File: src/rtl/bilinear_scheduler.sv
// Bilinear resampler read-address and coefficient scheduler.
// Define BILINEAR_EDGE_CLAMP_EN to clamp read addresses to the source edge.
module bilinear_scheduler #(
    parameter int CW = 16,
    parameter int FW = 16
) (
    input  logic          vin_clk,
    input  logic          rst,
    input  logic          frame_sync_n,
    input  logic          start,
    input  logic [CW-1:0] src_w,
    input  logic [CW-1:0] src_h,
    input  logic [CW-1:0] dst_w,
    input  logic [CW-1:0] dst_h,
    input  logic [31:0]   step_x,
    input  logic [31:0]   step_y,
    input  logic [CW-1:0] line_avail,
    input  logic          hold,
    output logic          rd_en,
    output logic [CW-1:0] rd_x0,
    output logic [CW-1:0] rd_x1,
    output logic [CW-1:0] rd_y0,
    output logic [CW-1:0] rd_y1,
    output logic          coo_valid,
    output logic [FW:0]   coefficient1,
    output logic [FW:0]   coefficient2,
    output logic [FW:0]   coefficient3,
    output logic [FW:0]   coefficient4,
    output logic [CW-1:0] vout_t_x,
    output logic [CW-1:0] vout_t_y,
    output logic          busy,
    output logic          frame_done
);

    typedef enum logic [1:0] {
        IDLE,
        WAIT_LINE,
        RUN,
        DONE
    } state_t;

    localparam logic [FW:0] ONE = {1'b1, {FW{1'b0}}};

    state_t        state_q;
    state_t        state_d;
    logic          issue;

    logic [CW-1:0] src_w_q;
    logic [CW-1:0] src_h_q;
    logic [CW-1:0] dst_w_q;
    logic [CW-1:0] dst_h_q;
    logic [31:0]   step_x_q;
    logic [31:0]   step_y_q;
    logic [31:0]   acc_x;
    logic [31:0]   acc_y;
    logic [CW-1:0] out_x;
    logic [CW-1:0] out_y;

    logic [CW-1:0] x0_raw;
    logic [CW-1:0] y0_raw;
    logic [CW-1:0] x0;
    logic [CW-1:0] x1;
    logic [CW-1:0] y0;
    logic [CW-1:0] y1;
    logic [FW-1:0] fx;
    logic [FW-1:0] fy;
    logic          last_x;
    logic          last_y;

    assign x0_raw = CW'(acc_x >> FW);
    assign y0_raw = CW'(acc_y >> FW);
    assign fx     = acc_x[FW-1:0];
    assign fy     = acc_y[FW-1:0];

`ifdef BILINEAR_EDGE_CLAMP_EN
    logic [CW-1:0] x_max;
    logic [CW-1:0] y_max;

    assign x_max = src_w_q - CW'(1);
    assign y_max = src_h_q - CW'(1);
    assign x0    = (x0_raw > x_max) ? x_max : x0_raw;
    assign y0    = (y0_raw > y_max) ? y_max : y0_raw;
    assign x1    = (x0_raw >= x_max) ? x_max : x0_raw + CW'(1);
    assign y1    = (y0_raw >= y_max) ? y_max : y0_raw + CW'(1);
`else
    assign x0 = x0_raw;
    assign y0 = y0_raw;
    assign x1 = x0_raw + CW'(1);
    assign y1 = y0_raw + CW'(1);
`endif

    assign last_x = (out_x == dst_w_q - CW'(1));
    assign last_y = (out_y == dst_h_q - CW'(1));

    always_comb begin
        state_d    = state_q;
        issue      = 1'b0;
        frame_done = 1'b0;
        busy       = (state_q != IDLE);
        unique case (state_q)
            IDLE: begin
                if (start) begin
                    if (dst_w == '0 || dst_h == '0)
                        state_d = DONE;
                    else
                        state_d = WAIT_LINE;
                end
            end
            WAIT_LINE: begin
                if (line_avail > y1)
                    state_d = RUN;
            end
            RUN: begin
                if (!hold) begin
                    issue = 1'b1;
                    if (last_x)
                        state_d = last_y ? DONE : WAIT_LINE;
                end
            end
            DONE: begin
                frame_done = 1'b1;
                state_d    = IDLE;
            end
            default: state_d = IDLE;
        endcase
        // Abort and reset both kill any read or completion this cycle.
        if (!frame_sync_n || rst) begin
            state_d    = IDLE;
            issue      = 1'b0;
            frame_done = 1'b0;
        end
        rd_en = issue;
        rd_x0 = issue ? x0 : '0;
        rd_x1 = issue ? x1 : '0;
        rd_y0 = issue ? y0 : '0;
        rd_y1 = issue ? y1 : '0;
    end

    always_ff @(posedge vin_clk) begin
        if (rst) begin
            state_q      <= IDLE;
            src_w_q      <= '0;
            src_h_q      <= '0;
            dst_w_q      <= '0;
            dst_h_q      <= '0;
            step_x_q     <= '0;
            step_y_q     <= '0;
            acc_x        <= '0;
            acc_y        <= '0;
            out_x        <= '0;
            out_y        <= '0;
            coo_valid    <= 1'b0;
            coefficient1 <= '0;
            coefficient2 <= '0;
            coefficient3 <= '0;
            coefficient4 <= '0;
            vout_t_x     <= '0;
            vout_t_y     <= '0;
        end else begin
            state_q   <= state_d;
            coo_valid <= issue;
            // Line-buffer read latency is one cycle; weights travel with it.
            if (issue) begin
                coefficient1 <= ONE - {1'b0, fx};
                coefficient2 <= {1'b0, fx};
                coefficient3 <= ONE - {1'b0, fy};
                coefficient4 <= {1'b0, fy};
                vout_t_x     <= out_x;
                vout_t_y     <= out_y;
            end
            if (state_q == IDLE && start && frame_sync_n) begin
                src_w_q  <= src_w;
                src_h_q  <= src_h;
                dst_w_q  <= dst_w;
                dst_h_q  <= dst_h;
                step_x_q <= step_x;
                step_y_q <= step_y;
                acc_x    <= '0;
                acc_y    <= '0;
                out_x    <= '0;
                out_y    <= '0;
            end
            if (state_q == WAIT_LINE) begin
                acc_x <= '0;
                out_x <= '0;
            end
            if (issue) begin
                acc_x <= acc_x + step_x_q;
                out_x <= out_x + CW'(1);
                if (last_x && !last_y) begin
                    acc_y <= acc_y + step_y_q;
                    out_y <= out_y + CW'(1);
                end
            end
        end
    end

endmodule

File: config.mk
export PLATFORM = sky130hd
export DESIGN_NAME = bilinear_scheduler
export DESIGN_NICKNAME = d
export VERILOG_FILES = /design/src/rtl/bilinear_scheduler.sv
export SDC_FILE = /design/constraint.sdc
export NUM_CORES = 1
export LEC_CHECK = 0
export CORE_ASPECT_RATIO = 1.2
export CORE_UTILIZATION = 40
export DETAILED_ROUTE_END_ITERATION = 8
export SLEW_MARGIN = 20
export SYNTH_ARGS = -nofsm -noshare
export SYNTH_HDL_FRONTEND = slang
export SYNTH_SLANG_ARGS = --single-unit
File: constraint.sdc
create_clock -name vin_clk -period 6.4 [get_ports vin_clk]
set_clock_uncertainty 0.05 [all_clocks]
set_input_delay 1.92 -clock vin_clk [delete_from_list [all_inputs] [get_ports vin_clk]]
set_output_delay 1.92 -clock vin_clk [all_outputs]
set_load 0.01 [all_outputs]
==> summary.md, run 1 <==
| Metric | Value |
|---|---|
| Cell area after layout | `20500 um^2` |
| Post-CTS Setup Bufs | `0` |
| Total iterations of the first detailed-routing run | `6` |
| Library cells used by synthesis | `71` |
| Post-route setup TNS | `0 ps` |
| Syn_area_per_cell | `roughly 7.6 um^2` |
| PortBufs | `282` |
| Pwr Density | `a little over 200 nW/um^2` |
| Layout cells sized above 1 | `3.96%` |
| Most numerous cell on the critical path | `clkdlybuf4s50_1` |
| WP data arrival | `between 4000 and 5000 ps` |
| Drt via density | `roughly 5.3` |
| Crit share post-route | `between 90% and 100%` |
| Synthesized area | `16200 um^2` |
| First-pass GRT wire length | `between 70000 and 80000 um` |
| Worst-path maximum fanout | `34` |
| Total die area | `between 40000 and 50000 um^2` |
| Util after Layout | `51.4%` |
| Final setup fails | `0` |
| Longest Clk Path Bufs | `3` |
| Status | `finished clean` |
| Tightest Pin Transition | `about 1100 ps` |
| Worst skew pair latency | `~530 ps` |
| Setup ws final | `~300 ps` |
| Crit-path slowest cell | `clkdlybuf4s50_1` |
| Rows | `80` |
| Chip Height | `around 220 um` |
| Max-cap violations | `0` |
| Top-area cell type share of the netlist area | `between 30% and 40%` |
| Max stage delay on crit path | `around 560 ps` |
| Slew Limit Fails | `0` |
| Req. time, crit path | `between 4000 and 5000 ps` |
| Synth top area cells | `dfxtp_1 (36%), nand2_1 (11%), a21oi_1 (8.9%), ha_1 (6.6%), xor2_1 (3.7%)` |
| Initial core utilization | `between 40% and 50%` |
| Slew HR | `between 20% and 30%` |
| Post-synthesis sequential area ratio | `36.0%` |
| Clock Power Share | `between 40% and 50%` |
| Cell family with most CP delay | `buffers and inverters` |
| Fin cells | `~2900` |
| Post-CTS sizing | `0` |
| P_leak | `7.76 nW` |
| Max VDD drop | `between 0.15 and 0.2 mV` |
| DR iter-0 viols | `~860` |
| RD Place Congestion | `roughly 0.85` |
| Sw Pwr | `just over 1 mW` |
| Area Overhead vs Synth | `26.4%` |
| Placed insts | `between 2000 and 3000` |
| Setup slack, reg-to-reg | `roughly 2000 ps` |
| Final WL | `just under 50000 um` |
| Total CTS buffers | `35` |
| DRC viols | `0` |
| Vias | `~15000` |
| Most common cell after layout, fill and taps aside | `nand2_1` |
| Post-detailed-route count of antenna-violating nets | `0` |
| I/O Pins | `roughly 320` |
| Flip-flop and latch count after synthesis | `about 290` |
| EDFF count, synth | `0` |
| Largest net degree at the start of global routing | `89` |
| Most frequent cells in the layout | `nand2_1 (460), dfxtp_1 (291), a21oi_1 (287)` |
| Prevailing post-synth register cell | `dfxtp_1` |
| Clock sink total | `around 290` |
| Dpl cell area | `a little under 20000 um^2` |
| Worst Setup End Kind | `output pin` |
| Cts hold-fix bufs | `0` |
| Total power | `4.18 mW` |
| RSZ-0062 raised after global routing | `false` |
| Crit path kind | `in -> out` |
| CTS tree | `done` |
| Post-synthesis cell count | `~2100` |
| Core Box Area | `around 40000 um^2` |
| Final Hold Viols | `0` |
| WP buf/inv | `3` |
| Root Driver | `clkbuf_16` |
| Crit-path cells | `clkdlybuf4s50_1 > nor2b_1 > nand3_4 > buf_4 > a21oi_1 > clkdlybuf4s50_1` |
| Combinational Power Share | `under 10%` |
| WL per Instance | `16.7 um` |
| Internal power | `3.16 mW` |
| Final HPWL DP | `34600 um` |
| Place WS | `326 ps` |
| Htree depth | `2` |
| Part of the power in registers | `around 45%` |
| Post-synth top area cell | `dfxtp_1` |
| Switching part of the total | `between 20% and 30%` |
| Nets | `2585` |
| FFs w/ async S/R, synth | `0%` |
| Fmax | `~160 MHz` |
| Worst-path clk slew | `~50 ps` |
| WHS | `roughly 400 ps` |
| Startpoint Class | `input pin` |
| Minimum clock period | `slightly above 6000 ps` |
| Initial antenna violation count | `3` |
| Grt ovf | `0` |
| Vias in the first global route | `around 15000` |
| Die X | `between 150 and 200 um` |
| Worst hold path class | `reg -> reg` |
| Yosys warning total | `0` |
| Global-route usage over all layers | `around 23%` |
## worst register-to-register path: cells and delay by family, from the launching register on
family / cells / cell delay [ps]
AO/OA/AOI/OAI: 2 / 1090
adder cells (fa/ha/maj): 1 / 250
buffers and inverters: 1 / 70
flip-flops: 1 / 350
AND/OR/NAND/NOR: 6 / 2410
## sequential cells by signal, summed over array words and instances (netlist names)
signal / flops
acc_x: 32
acc_y: 32
step_x_q: 32
step_y_q: 32
coefficient1: 17
coefficient3: 17
dst_h_q: 16
dst_w_q: 16
out_x: 16
out_y: 16
vout_t_x: 16
vout_t_y: 16
coefficient2: 15
coefficient4: 15
state_q: 2
coo_valid: 1
## routing by layer
layer  track usage [%]  up-vias  routed length, um
met5                 0        -                 24
met3              4.97       69               2850
met1              28.9     7217              21500
li1                  -     7844                  -
met4              5.90        4                949
met2              39.6      358              23100
## power by group through the flow
stage / clock [mW] / sequential, mW / combinational [mW]
finish: 1.93 / 1.87 / 0.373
global route: 2.06 / 1.87 / 0.413
CTS: 1.99 / 1.87 / 0.376
detailed placement: 0 / 1.91 / 0.374
global placement: 0 / 1.91 / 0.365
floorplan: 0 / 1.90 / 0.235
## layout make-up
type	count	area [um^2]
inverters	35	134
repair buffers	298	2950
well taps	533	667
fillers	3919	19400
flip-flops and latches	291	5830
diodes	1	2.50
clock buffers	52	1030
multi-input cells	1687	9770
clock inverters	8	82.6
## synth_stat cells (all sizes together) (9+ instances only)
cell type  number
nand2         460
nor4           26
nand2b         11
nor2          136
dfxtp         291
or3            26
and3           31
a21o           31
a311oi          9
inv            35
clkbuf         97
a211oi         14
or4            12
a31oi          18
and2           38
xnor2          66
a22oi          22
nand3b         15
ha             86
o21ai          92
o21a           19
xor2           69
buf            28
nor3           23
o31ai           9
nor2b          18
a21oi         288
nand4          13
nand3          74
## path summary, 6_finish.rpt
check / from / cells past startpoint / endpoint
setup / recovery: frame_sync_n / 6 / rd_x1[7]
hold reg to reg: coefficient1[11] / 2 / coefficient1[11]
setup reg to reg: dst_h_q[0] / 10 / acc_y[26]
hold / removal: coefficient1[11] / 2 / coefficient1[11]
## logic make-up after synthesis
| kind of cell | share of synthesized area, % |
|---|---|
| buffers and inverters | 3.93 |
| XOR/XNOR | 7.30 |
| AO/OA/AOI/OAI | 20.0 |
| adder cells (fa/ha/maj) | 6.89 |
| multiplexers | 0.185 |
| flip-flops | 36.0 |
| other | 0.0232 |
| AND/OR/NAND/NOR | 25.7 |
Power figures use the tool's default switching activity.
==> run 2: changes to the inputs <==
Settings changed: ABC_AREA set to 1, SKIP_LAST_GASP set to 1.
==> run 2 against run 1 <==
Effect of this change:
- fmax rose by 2.1%
- critical endpoint is now rd_x1[3]
- clock-buffer cell count is 2 lower
- combinational power is 66% higher
- critical path type unchanged
- routed wire length up 25%
- global-route usage is 3.2 points higher
- worst hold slack better by 20 ps
- clock power rose by 5%
- area after synthesis grew 11%
- largest power group unchanged
- synthesized cell count increased by 30%
==> summary.md, run 2 <==
| Metric | Value |
|---|---|
| Min-Delay Endpoint | `coefficient3[5]` |
| WHS | `approximately 420 ps` |
| Final Hold Viols | `0` |
| Max stage delay on crit path | `slightly below 600 ps` |
| Req. time, crit path | `4430 ps` |
| Cell family with most CP delay | `buffers and inverters` |
| FFs w/ async S/R, synth | `0%` |
| PortBufs | `between 200 and 300` |
| Commonest cells post-synth | `nand2_1 (534), nor2_1 (479), dfxtp_1 (291), o21ai_0 (266), inv_1 (262)` |
| Longest Clk Path Bufs | `3` |
| Library cells used by synthesis | `50` |
| WL per Instance | `between 15 and 20 um` |
| Nets | `3228` |
| Initial core utilization | `between 40% and 50%` |
| CTS tree | `done` |
| Crit share post-route | `~93%` |
| Area Overhead vs Synth | `24.4%` |
| Util after Layout | `between 50% and 60%` |
| Post-synthesis sequential area ratio | `32.4%` |
| Global-route usage over all layers | `26.3%` |
| Largest net degree at the start of global routing | `~190` |
| Total CTS buffers | `35` |
| Top-area cell type share of the netlist area | `between 30% and 40%` |
| Die X | `about 200 um` |
| Post-synth top area cell | `dfxtp_1` |
| Post-route setup TNS | `0 ps` |
| R2r startpoint | `acc_y[16]` |
| Vias | `between 15000 and 20000` |
| Hold_sp | `coefficient3[5]` |
| Layout cells sized above 1 | `3.38%` |
| Crit path launch | `frame_sync_n` |
| Yosys warning total | `0` |
| Rows | `84` |
| Htree depth | `2` |
| Crit-path slowest cell | `clkdlybuf4s50_1` |
| Root Driver | `clkbuf_16` |
| Status | `finished clean` |
| Startpoint Class | `input pin` |
| Grt ovf | `0` |
| Minimum clock period | `between 5000 and 6000 ps` |
| Max VDD drop | `0.133 mV` |
| Top-count cell post-synth | `nand2_1` |
| Max-cap violations | `0` |
| Worst skew pair latency | `about 540 ps` |
| Place WS | `roughly 420 ps` |
| Core Box Area | `around 44000 um^2` |
| Clock sink total | `between 200 and 300` |
| Reg2Reg Depth | `19` |
| P_leak | `~9 nW` |
| Post-synthesis cell count | `between 2000 and 3000` |
| Worst hold path class | `reg -> reg` |
| Final setup fails | `0` |
| Initial antenna violation count | `2` |
| Tightest Pin Transition | `slightly above 900 ps` |
| Slew Limit Fails | `0` |
| Slew HR | `roughly two fifths` |
| Final WL | `60400 um` |
| Crit-path cells | `clkdlybuf4s50_1 > nand2_1 > inv_1 > nand2_4 > inv_6 > o21ai_0 > a21oi_1 > clkdlybuf4s50_1` |
| Fmax | `roughly 170 MHz` |
| Cts hold-fix bufs | `0` |
| DRC viols | `0` |
| Reg2reg end | `state_q[1]` |
| Pwr Density | `a little over 200 nW/um^2` |
| Worst Setup End Kind | `output pin` |
| Setup slack, reg-to-reg | `about 2500 ps` |
| First-pass GRT wire length | `95500 um` |
| Synthesized area | `around 18000 um^2` |
| Most frequent cells in the layout | `nand2_1 (533), nor2_1 (479), dfxtp_1 (291)` |
| RSZ-0062 raised after global routing | `false` |
| Final HPWL DP | `~46000 um` |
| Fill count | `~4500` |
| Post-detailed-route count of antenna-violating nets | `0` |
| WP data arrival | `roughly 4000 ps` |
| Worst-path clk slew | `60 ps` |
| Post-CTS Setup Bufs | `0` |
| Total die area | `approximately 46000 um^2` |
| Total iterations of the first detailed-routing run | `5` |
| EDFF count, synth | `0` |
| Chip Height | `between 200 and 250 um` |
| Vias in the first global route | `between 15000 and 20000` |
| I/O Pins | `~320` |
| DR iter-0 viols | `about 1000` |
| Worst hold stages | `2` |
| Crit path kind | `in -> out` |
| RD Place Congestion | `around 0.93` |
| WP buf/inv | `4` |
| Worst-path maximum fanout | `18` |
| Flip-flop and latch count after synthesis | `between 200 and 300` |
| Post-CTS sizing | `0` |
| Synth top area cells | `dfxtp_1 (32%), nand2_1 (11%), nor2_1 (10%), o21ai_0 (7.4%), a21oi_1 (6.9%)` |
| Syn_area_per_cell | `about 6.5 um^2` |
| Drt via density | `5.21` |
| Prevailing post-synth register cell | `dfxtp_1` |
| Setup ws final | `425 ps` |
| Most numerous cell on the critical path | `clkdlybuf4s50_1` |
| Most common cell after layout, fill and taps aside | `nand2_1` |
==> run 2: layout make-up <==
class                           count  area [um^2]  share of cell area (%)
Antenna cell                        2         5.00                  0.0224
Tap cell                          559          699                    3.13
Clock inverter                     11          166                   0.744
Inverter                          269         1020                    4.56
Timing Repair Buffer              299         2970                    13.3
Clock buffer                       50          992                    4.44
Sequential cell                   291         5830                    26.1
Multi-Input combinational cell   2095        10700                    47.8
==> run 2: how the worst max path moves through the flow <==
stage | endpoint | slack (ps) | cells after the start
after floorplan | rd_x1[9] | 1140 | 10
after global placement | rd_x1[3] | 410 | 8
after detailed placement | rd_x1[3] | 420 | 8
after CTS | rd_x1[3] | 410 | 8
after global routing | rd_x1[10] | 310 | 7
final | rd_x1[3] | 430 | 8
==> run 2: worst register-to-register path: cells and delay by family, from the launching register on <==
kind / cells / cell delay (ps)
adders and majority gates: 1 / 330
xor gates and xnor gates: 1 / 130
buffers and inverters: 1 / 180
and+or+nand+nor: 14 / 2180
AOI/OAI and AO/OA: 2 / 480
DFF: 1 / 440
==> run 2: report_power, final <==
group | leakage, nW | internal, mW | switching, mW | total [mW]
combinational | 6.25 | 0.243 | 0.378 | 0.621
clock | 0.570 | 1.24 | 0.790 | 2.03
sequential | 2.36 | 1.87 | 0.0503 | 1.92
total | 9.18 | 3.35 | 1.22 | 4.57
==> run 2: cell families (layout without fill, tap and decap cells) <==
family                     Yosys count  count (layout)  share of synthesized area [%]
and+or+nand+nor                   1298            1298                           30.0
AOI/OAI and AO/OA                  616             616                           18.6
buffers and inverters              385             629                           8.34
DFF                                291             291                           32.4
xor gates and xnor gates            91              91                           4.43
adders and majority gates           88              88                           6.21
other                                1               4                         0.0209
==> run 2: metrics by stage <==
stage	std cells	power (mW)	instance area (um^2)
detailed placement	3513	2.58	21200
finish	3576	4.57	22400
global route	3574	4.78	22400
floorplan	2771	2.36	18000
CTS	3574	4.63	22400
global placement	3513	2.57	21200
==> run 2: routing by layer <==
| metal | track usage [%] | part of all wire [%] |
|---|---|---|
| met1 | 32.6 | 44 |
| met2 | 46.5 | 48 |
| met3 | 4.56 | 5.3 |
| met4 | 7.53 | 2.4 |
| met5 | 0 | 0.046 |
==> run 3: changes to the inputs <==
Settings changed: SLEW_MARGIN 20 to unset.
==> results of run 3 <==
Final layout, timing and power as in run 2 (identical DEF).
